### src/rtl/dn_benes_cfg_ctrl_if.sv
// Handshake bundle between a configuration/data source and the Benes
// configuration controller: the config word stream and the data-beat gate.
interface dn_benes_cfg_ctrl_if #(
  parameter int CFG_W = 64
);
  logic             cfg_valid;
  logic             cfg_ready;
  logic [CFG_W-1:0] cfg_data;
  logic             cfg_last;
  logic             in_valid;
  logic             in_ready;

  modport master (
    output cfg_valid, cfg_data, cfg_last, in_valid,
    input  cfg_ready, in_ready
  );

  modport slave (
    input  cfg_valid, cfg_data, cfg_last, in_valid,
    output cfg_ready, in_ready
  );
endinterface

### src/rtl/dn_benes_cfg_ctrl.sv
// Configuration and sequencing controller for the Benes distribution network.
// Config words fill a shadow bank; a complete shadow is copied to the active
// bank (with a one-cycle set_en) only once no data beats are in flight.
// Output-valid timing is rebuilt from the fixed network latency.
module dn_benes_cfg_ctrl #(
  parameter int N        = 64,
  parameter int N_LEVELS = 2*$clog2(N)-1,
  parameter int NET_LAT  = N_LEVELS,
  parameter int CFG_W    = N
) (
  input  logic                      clk,
  input  logic                      reset,
  dn_benes_cfg_ctrl_if.slave        cfg_if,
  output logic                      cfg_err,
  output logic                      route_en,
  output logic                      out_valid,
  output logic                      set_en,
  output logic [N_LEVELS*CFG_W-1:0] route_signals,
  output logic                      busy
);

  localparam int CNT_W = (N_LEVELS > 1) ? $clog2(N_LEVELS) : 1;
  localparam int INF_W = $clog2(NET_LAT+1);
  localparam logic [CNT_W-1:0] LAST_LVL = CNT_W'(N_LEVELS-1);
  localparam logic [CNT_W-1:0] CNT_ONE  = CNT_W'(1);
  localparam logic [INF_W-1:0] INF_ONE  = INF_W'(1);

  typedef enum logic [1:0] {
    NOCFG = 2'd0,
    APPLY = 2'd1,
    RUN   = 2'd2,
    DRAIN = 2'd3
  } state_t;

  state_t                    state_q, state_d;
  logic [CNT_W-1:0]          cfg_cnt_q, cfg_cnt_d;
  logic                      shadow_full_q, shadow_full_d;
  logic [N_LEVELS*CFG_W-1:0] shadow_q, shadow_d;
  logic [N_LEVELS*CFG_W-1:0] active_q, active_d;
  logic [NET_LAT-1:0]        lat_q, lat_d;
  logic [INF_W-1:0]          in_flight_q, in_flight_d;
  logic                      cfg_ready_q, cfg_ready_d;
  logic                      in_ready_q, in_ready_d;
  logic                      set_en_q, set_en_d;
  logic                      cfg_err_q, cfg_err_d;
  logic                      busy_q, busy_d;

  logic cfg_accept;
  logic at_last_lvl;
  logic frame_err;
  logic frame_done;

  assign cfg_accept  = cfg_if.cfg_valid && cfg_ready_q;
  assign at_last_lvl = (cfg_cnt_q == LAST_LVL);
  assign frame_err   = cfg_accept && (cfg_if.cfg_last != at_last_lvl);
  assign frame_done  = cfg_accept && cfg_if.cfg_last && at_last_lvl;

  assign cfg_if.cfg_ready = cfg_ready_q;
  assign cfg_if.in_ready  = in_ready_q;
  assign route_en         = cfg_if.in_valid && in_ready_q;
  assign out_valid        = lat_q[NET_LAT-1];
  assign set_en           = set_en_q;
  assign cfg_err          = cfg_err_q;
  assign route_signals    = active_q;
  assign busy             = busy_q;

  // Shadow bank fill: write one level per accepted word, restart on framing errors
  always_comb begin
    cfg_cnt_d     = cfg_cnt_q;
    shadow_d      = shadow_q;
    shadow_full_d = shadow_full_q;
    cfg_err_d     = frame_err;
    if (cfg_accept) begin
      if (frame_err) begin
        cfg_cnt_d = '0;
      end else begin
        shadow_d[int'(cfg_cnt_q)*CFG_W +: CFG_W] = cfg_if.cfg_data;
        if (frame_done) begin
          shadow_full_d = 1'b1;
          cfg_cnt_d     = '0;
        end else begin
          cfg_cnt_d = cfg_cnt_q + CNT_ONE;
        end
      end
    end
    if (state_q == APPLY) begin
      shadow_full_d = 1'b0;
    end
  end

  // Data-path sequencing: hold data while a new config waits for the pipe to empty
  always_comb begin
    state_d  = state_q;
    active_d = active_q;
    unique case (state_q)
      NOCFG: if (shadow_full_q) state_d = APPLY;
      APPLY: begin
        active_d = shadow_q;
        state_d  = RUN;
      end
      RUN:   if (shadow_full_q) state_d = DRAIN;
      DRAIN: if (in_flight_q == '0) state_d = APPLY;
      default: state_d = NOCFG;
    endcase
  end

  // Latency tracking: beats march through a shift register, in_flight counts them
  always_comb begin
    lat_d       = (lat_q << 1) | NET_LAT'(route_en);
    in_flight_d = in_flight_q;
    if (route_en && !out_valid) begin
      in_flight_d = in_flight_q + INF_ONE;
    end else if (!route_en && out_valid) begin
      in_flight_d = in_flight_q - INF_ONE;
    end
  end

  // Registered outputs derived from next-state values so they line up with state
  always_comb begin
    cfg_ready_d = !shadow_full_d;
    in_ready_d  = (state_d == RUN) && !shadow_full_d;
    set_en_d    = (state_d == APPLY);
    busy_d      = (state_d != NOCFG) || (cfg_cnt_d != '0) || (in_flight_d != '0);
  end

  // All controller state, cleared asynchronously so partial work is discarded
  always_ff @(posedge clk or negedge reset) begin
    if (!reset) begin
      state_q       <= NOCFG;
      cfg_cnt_q     <= '0;
      shadow_full_q <= 1'b0;
      shadow_q      <= '0;
      active_q      <= '0;
      lat_q         <= '0;
      in_flight_q   <= '0;
      cfg_ready_q   <= 1'b1;
      in_ready_q    <= 1'b0;
      set_en_q      <= 1'b0;
      cfg_err_q     <= 1'b0;
      busy_q        <= 1'b0;
    end else begin
      state_q       <= state_d;
      cfg_cnt_q     <= cfg_cnt_d;
      shadow_full_q <= shadow_full_d;
      shadow_q      <= shadow_d;
      active_q      <= active_d;
      lat_q         <= lat_d;
      in_flight_q   <= in_flight_d;
      cfg_ready_q   <= cfg_ready_d;
      in_ready_q    <= in_ready_d;
      set_en_q      <= set_en_d;
      cfg_err_q     <= cfg_err_d;
      busy_q        <= busy_d;
    end
  end

endmodule

### src/flat_wrapper.sv
// flat-port wrapper written by rule: the top's interface ports become plain ports
module dn_benes_cfg_ctrl_flat 
#(
  parameter int N        = 64,
  parameter int N_LEVELS = 2*$clog2(N)-1,
  parameter int NET_LAT  = N_LEVELS,
  parameter int CFG_W    = N
)
  (clk, reset, cfg_err, route_en, out_valid, set_en, route_signals, busy, cfg_if_cfg_valid, cfg_if_cfg_data, cfg_if_cfg_last, cfg_if_in_valid, cfg_if_cfg_ready, cfg_if_in_ready);
  dn_benes_cfg_ctrl_if #(.CFG_W(CFG_W)) cfg_if_i ();
  input  logic clk;
  input  logic reset;
  output logic cfg_err;
  output logic route_en;
  output logic out_valid;
  output logic set_en;
  output logic [N_LEVELS*CFG_W-1:0] route_signals;
  output logic busy;
  input wire logic [$bits(cfg_if_i.cfg_valid)-1:0] cfg_if_cfg_valid;
  input wire logic [$bits(cfg_if_i.cfg_data)-1:0] cfg_if_cfg_data;
  input wire logic [$bits(cfg_if_i.cfg_last)-1:0] cfg_if_cfg_last;
  input wire logic [$bits(cfg_if_i.in_valid)-1:0] cfg_if_in_valid;
  output wire logic [$bits(cfg_if_i.cfg_ready)-1:0] cfg_if_cfg_ready;
  output wire logic [$bits(cfg_if_i.in_ready)-1:0] cfg_if_in_ready;
  assign cfg_if_i.cfg_valid = cfg_if_cfg_valid;
  assign cfg_if_i.cfg_data = cfg_if_cfg_data;
  assign cfg_if_i.cfg_last = cfg_if_cfg_last;
  assign cfg_if_i.in_valid = cfg_if_in_valid;
  assign cfg_if_cfg_ready = cfg_if_i.cfg_ready;
  assign cfg_if_in_ready = cfg_if_i.in_ready;
  dn_benes_cfg_ctrl #(.N(N), .N_LEVELS(N_LEVELS), .NET_LAT(NET_LAT), .CFG_W(CFG_W)) u_core (.clk(clk), .reset(reset), .cfg_if(cfg_if_i), .cfg_err(cfg_err), .route_en(route_en), .out_valid(out_valid), .set_en(set_en), .route_signals(route_signals), .busy(busy));
endmodule
### config.mk
export PLATFORM = sky130hd
export DESIGN_NAME = dn_benes_cfg_ctrl_flat
export DESIGN_NICKNAME = d
export VERILOG_FILES = /design/src/rtl/dn_benes_cfg_ctrl_if.sv /design/src/rtl/dn_benes_cfg_ctrl.sv /design/src/flat_wrapper.sv
export SDC_FILE = /design/constraint.sdc
export NUM_CORES = 2
export LEC_CHECK = 0
export CORE_MARGIN = 2
export CORE_UTILIZATION = 49
export CTS_CLUSTER_DIAMETER = 50
export CTS_CLUSTER_SIZE = 16
export DETAILED_ROUTE_END_ITERATION = 12
export PLACE_DENSITY = 0.76
export SLEW_MARGIN = 40
export SYNTH_ARGS = -nofsm -noshare
export SYNTH_HDL_FRONTEND = slang
export SYNTH_SLANG_ARGS = --single-unit
### constraint.sdc
create_clock -name clk -period 3.4 [get_ports clk]
set_input_delay 0.68 -clock clk [delete_from_list [all_inputs] [get_ports clk]]
set_output_delay 0.68 -clock clk [all_outputs]
set_load 0.02 [all_outputs]
======== Word-level counts from Yosys, hierarchy flattened ========
Index checks and enable logic that the tools add are counted.
operators by class
  $add $sub $neg .......................... 4
  equal/unequal tests ..................... 7
  shifts and indexed selects .............. 2
  multiplexer cells ....................... 14
  bitwise logic cells ..................... 2
  reductions and logical operators ........ 19
operator list
  cell                         count
  $bwmux W704                  1
  $shift A64 B33 Y704 const A  1
  $shiftx A64 B33 Y704         1
  $neg A10 Y33                 1
  $mux W4                      5
  $or A11 B1 Y11               1
  $add A4 B1 Y4 const B        2
  $logic_and A1 B1 Y1          8
  $pmux W2 S4                  1
  $reduce_bool A4 Y1           2
  $eq A2 B2 Y1 const B         3
  $mux W2                      3
  $eq A2 B1 Y1 const B         2
  $eq A4 B4 Y1 const B         1
  $logic_not A4 Y1             1
  $mux W1                      4
  $sub A4 B1 Y4 const B        1
  $logic_not A1 Y1             3
  $logic_not A2 Y1             1
  $logic_or A1 B1 Y1           2
  $reduce_and A2 Y1            1
  $reduce_bool A2 Y1           1
  $ne A1 B1 Y1                 1
  $not A1 Y1                   1
word-level totals
  bits in registers ....................... 1435
  bits of input ports ..................... 69
  output and inout port bits .............. 711
  logic and storage cells ................. 60

======== Longest topological paths before layout ========
  depth after elaboration ................. 9
  mapped depth ............................ 14
  mapped depth without buffers ............ 7

======== Worst setup path after synthesis ========
No wires, ideal clock.
  kind .................................... reg-to-reg
  from .................................... register u_core.cfg_cnt_q[0]
  to ...................................... register u_core.shadow_q[580]
  library setup time ...................... 0.125 ns
  arrival time ............................ 3.100 ns
  data required time ...................... 3.275 ns
  path slack .............................. 0.175 ns
  stages on the path, launching flop included .. 13
  path buffers ............................ 6
  period minus slack after synthesis ...... 3.225 ns
  cells stage by stage .................... dfrtp_1 -> clkbuf_1 -> clkbuf_1 -> buf_1 -> nor3_1 -> ha_1 -> clkbuf_1 -> inv_1 -> nand3_2 -> or4b_1 -> buf_4 -> buf_6 -> mux2_4
between the ends
  cells in the longest elaborated chain, start to end .. 5
  elaborated cells on any way between the ends .. 9
  those cells by class .................... add/sub: 1; eq/ne: 2; shift: 2; mux: 1; bitwise: 1; reduce/logical: 2
ends and longest elaborated chain
  element                                                               RTL line                  text
  start: declaration                                                    dn_benes_cfg_ctrl.sv:36   logic [CNT_W-1:0] cfg_cnt_q, cfg_cnt_d;
  start signal: assignment                                              dn_benes_cfg_ctrl.sv:143  cfg_cnt_q <= cfg_cnt_d;
  parallel branches: the longest is 5 deep, another holds $neg A10 Y33  --
  end signal: assignment                                                dn_benes_cfg_ctrl.sv:145  shadow_q <= shadow_d;
  end: declaration                                                      dn_benes_cfg_ctrl.sv:38   logic [N_LEVELS*CFG_W-1:0] shadow_q, shadow_d;
Parallel ways; which one is timed is not known.
A chain may end at the register's enable or synchronous reset.

======== Worst setup path in the final report ========
  from .................................... register u_core.cfg_cnt_q[0]
  to ...................................... register u_core.shadow_q[597]
Same word-level chain as after synthesis.

==> impl_results.md <==
- Setup crit end: u_core.shadow_q[597]
- Gate Count Post-Synth: 4,740
- CTS hold repair buffers: 1
- Post-synthesis sequential area ratio: 0.6524
- Post-synth EDFFs: 0
- Routed WL per cell: 24.11 µm
- First-pass GRT wire length: 252,000 µm
- Max-cap violations: 0
- GRT Total Usage: 0.2898
- Async S/R FF share, synth: 1.000
- Share of post-route cells with drive strength above 1: 0.1595
- Netlist cell types: 52
- Logic pwr share: 0.196
- Worst-Margin Slew: 0.9177 ns
- Effective utilization at floorplan: 0.4960
- Die ar.: 115,000 µm²
- Worst skew pair latency: 0.76 ns
- Final Hold Fails: 0
- Initial antenna violation count: 12
- Drc violations: 0
- Final min period: 3.164 ns
- Net Sw Power: 0.01372 W
- Clock Power Share: 0.336
- Worst Skew: 0.03308 ns
- Top cells by area, synth: dfrtp_1 (65%), mux2_2 (9.2%), o21ai_0 (5.5%)
- Layout area overhead: 25.78%
- Final TNS setup: 0 ns
- Worst VDD drop: 470.4 µV
- CP required: 4.03 ns
- Iter 0 DRT Violations: 3,710
- Via density: 5.689
- # nets final: 5,482
- Hold WC Path Type: register to register
- Reg2reg setup slack: 0.24 ns
- Critical path peak fanout: 48
- Routed WL: 168,400 µm
- H-tree depth: 4
- Commonest cells in the synthesized netlist: dfrtp_1 (1,434), nand2_1 (808), o21ai_0 (609), mux2_2 (448), clkbuf_1 (296)
- Crit Reg-Reg Endpoint: u_core.shadow_q[597]
- Synth warnings: 0
- Final-report max-slew violation count: 0
- Reg2Reg Depth: 8
- Row count: 122
- RD Place Congestion: 0.8878
- TritonCTS clock tree: done
- #FFs+latches synth: 1,435
- Avg Cell Area, Syn: 11.61 µm²
- Post-CTS Setup Inserts: 0
- Wire length on met2: 75,210 µm
- Pin count of the biggest net entering global routing: 213
- Switch share: 0.3059
- CP startpoint: u_core.cfg_cnt_q[0]
- Fmax: 316.1 MHz
- Final Cycle Share: 0.9306
- Post-CTS sizing: 0
- Die span in y: 339.2 µm
- Port bufs: 779
- Critical Path Source Type: register
- Final Hold Slack: 0.3478 ns
- Reg power frac: 0.468
- Arrival @ worst endpoint: 3.79 ns
- ANT nets after route: 0
- Syn nets: 4,815
- Top-area cell type share of the netlist area: 0.6519
- DR WL met3: 15,810 µm
- Top Metal Used: met5
- Pre-antenna DRT Iters: 6
- Clock Sink Count: 1,435
- Status: completed
- Worst hold path cell count: 0
- Internal cell power: 0.03113 W
- Worst Setup End Kind: register
- Die width: 339.2 µm
- Deepest clock path buffer count: 3
- Yosys top cell by area: dfrtp_1
- Reg clk slew, reported paths: 0.07 ns
- Vias in the first global route: 39,670
- Relative slew margins: 0.3863
- Total grt overflow: 0
- Cell with the most instances after synthesis: dfrtp_1
- Clk Tree Root Cell: clkbuf_16
- Ports: 780
- PD cells: 647.8 nW/µm²
- Final setup viols: 0
- Mapped cell area: 55,040 µm²
- WS Path Type: register to register
- Static Leak: 32.53 nW
- Ys flop type: dfrtp_1
- WL met1: 70,520 µm
- Unrepaired setup endpoints after global routing: no
- Core area: 111,000 µm²
- Reg2Reg Launch Point: u_core.cfg_cnt_q[0]
- HPWL reported at the end of detailed placement: 113,100 µm
- Num CTS Buffers: 131
- Vias post-DR: 39,730
[cell type report]
cell class	count	area, µm²
clock inverter	56	700.7
sequential	1435	35910
fill	8452	41740
tap	1488	1862
clock buffer	162	3652
antenna	4	10.01
timing repair buffer	917	9450
multi-input combinational	2654	16640
inverter	268	1006
[flip-flops by register name, indices dropped and copies added, names as in the netlist]
| name | flops |
|---|---|
| u_core.cfg_err | 1 |
| u_core.state_q | 2 |
| u_core.shadow_q | 704 |
| u_core.busy | 1 |
| u_core.cfg_if.in_ready | 1 |
| u_core.cfg_if.cfg_ready | 1 |
| u_core.shadow_full_q | 1 |
| u_core.cfg_cnt_q | 4 |
| u_core.set_en | 1 |
| u_core.route_signals | 704 |
| u_core.in_flight_q | 4 |
| u_core.lat_q | 11 |
[worst min path at each step]
| stage | startpoint | to | slack (ns) |
|---|---|---|---|
| after floorplan | u_core.lat_q[9] | u_core.lat_q[10] | 0.33 |
| after global placement | u_core.lat_q[9] | u_core.lat_q[10] | 0.33 |
| after detailed placement | u_core.lat_q[8] | u_core.lat_q[9] | 0.34 |
| after CTS | u_core.lat_q[5] | u_core.lat_q[6] | 0.35 |
| after global routing | u_core.lat_q[0] | u_core.lat_q[1] | 0.35 |
| final | u_core.lat_q[5] | u_core.lat_q[6] | 0.35 |
[routing by layer]
metal	GRT usage	vias up
met3	0.07146	350
li1	-	17350
met2	0.4312	1818
met4	0.1137	2
met5	0	-
met1	0.4118	20220
[power by group through the flow]
stage          sequential [W]  clock (W)  combinational [W]
6_report               0.0210     0.0151            0.00880
3_3_place_gp           0.0212          0            0.00852
4_1_cts                0.0209     0.0153            0.00884
2_1_floorplan          0.0222          0            0.00275
3_5_place_dp           0.0212          0            0.00876
5_1_grt                0.0212     0.0159            0.00952
[critical path, cell delays in order (launching register included)]
cell	delay [ns]
dfrtp_4	0.52
inv_1	0.16
ha_1	0.32
xnor2_2	0.15
buf_4	0.18
nand3_2	0.37
or4b_4	0.65
buf_12	0.21
mux2_4	0.38
[through the flow]
step / cells / total power, W / setup WS, ns / util / area (µm²)
floorplan: 4740 / 0.02497 / 0.1751 / - / 55040
global placement: 6759 / 0.02968 / 0.3234 / 0.5842 / 64830
detailed placement: 6759 / 0.02994 / 0.2294 / 0.5841 / 64820
CTS: 6978 / 0.04502 / 0.2924 / 0.6234 / 69180
global route: 6980 / 0.04660 / 0.1125 / 0.6238 / 69230
finish: 6984 / 0.04485 / 0.2361 / 0.6239 / 69240
[logic make-up after synthesis]
kind of cell,Yosys count,share of synthesized area
AOI/OAI and AO/OA,917,0.09597
xor gates and xnor gates,8,0.001682
adders and majority gates,6,0.001364
buffers and inverters,651,0.04680
DFF,1435,0.6524
muxes,513,0.1090
and+or+nand+nor,1210,0.09276
[cells in the final DEF, fill, tap and decap left out, types with 5 or more instances in the layout]
master and count:
mux2_4 60, clkbuf_16 137, inv_6 11, nor3_1 5, o21ai_0 609, nand2_1 807
o21ai_1 31, clkbuf_1 12, mux2_2 448, clkbuf_8 13, dfrtp_1 1433, bufinv_16 6
inv_1 267, clkdlybuf4s50_1 775, ha_1 6, clkinv_8 11, o31ai_1 263, buf_12 47
clkinv_2 11, nand3_1 224, inv_8 5, nor2_1 72, buf_4 88, nand4_1 71
No activity file was read; power rests on OpenSTA's default activity.
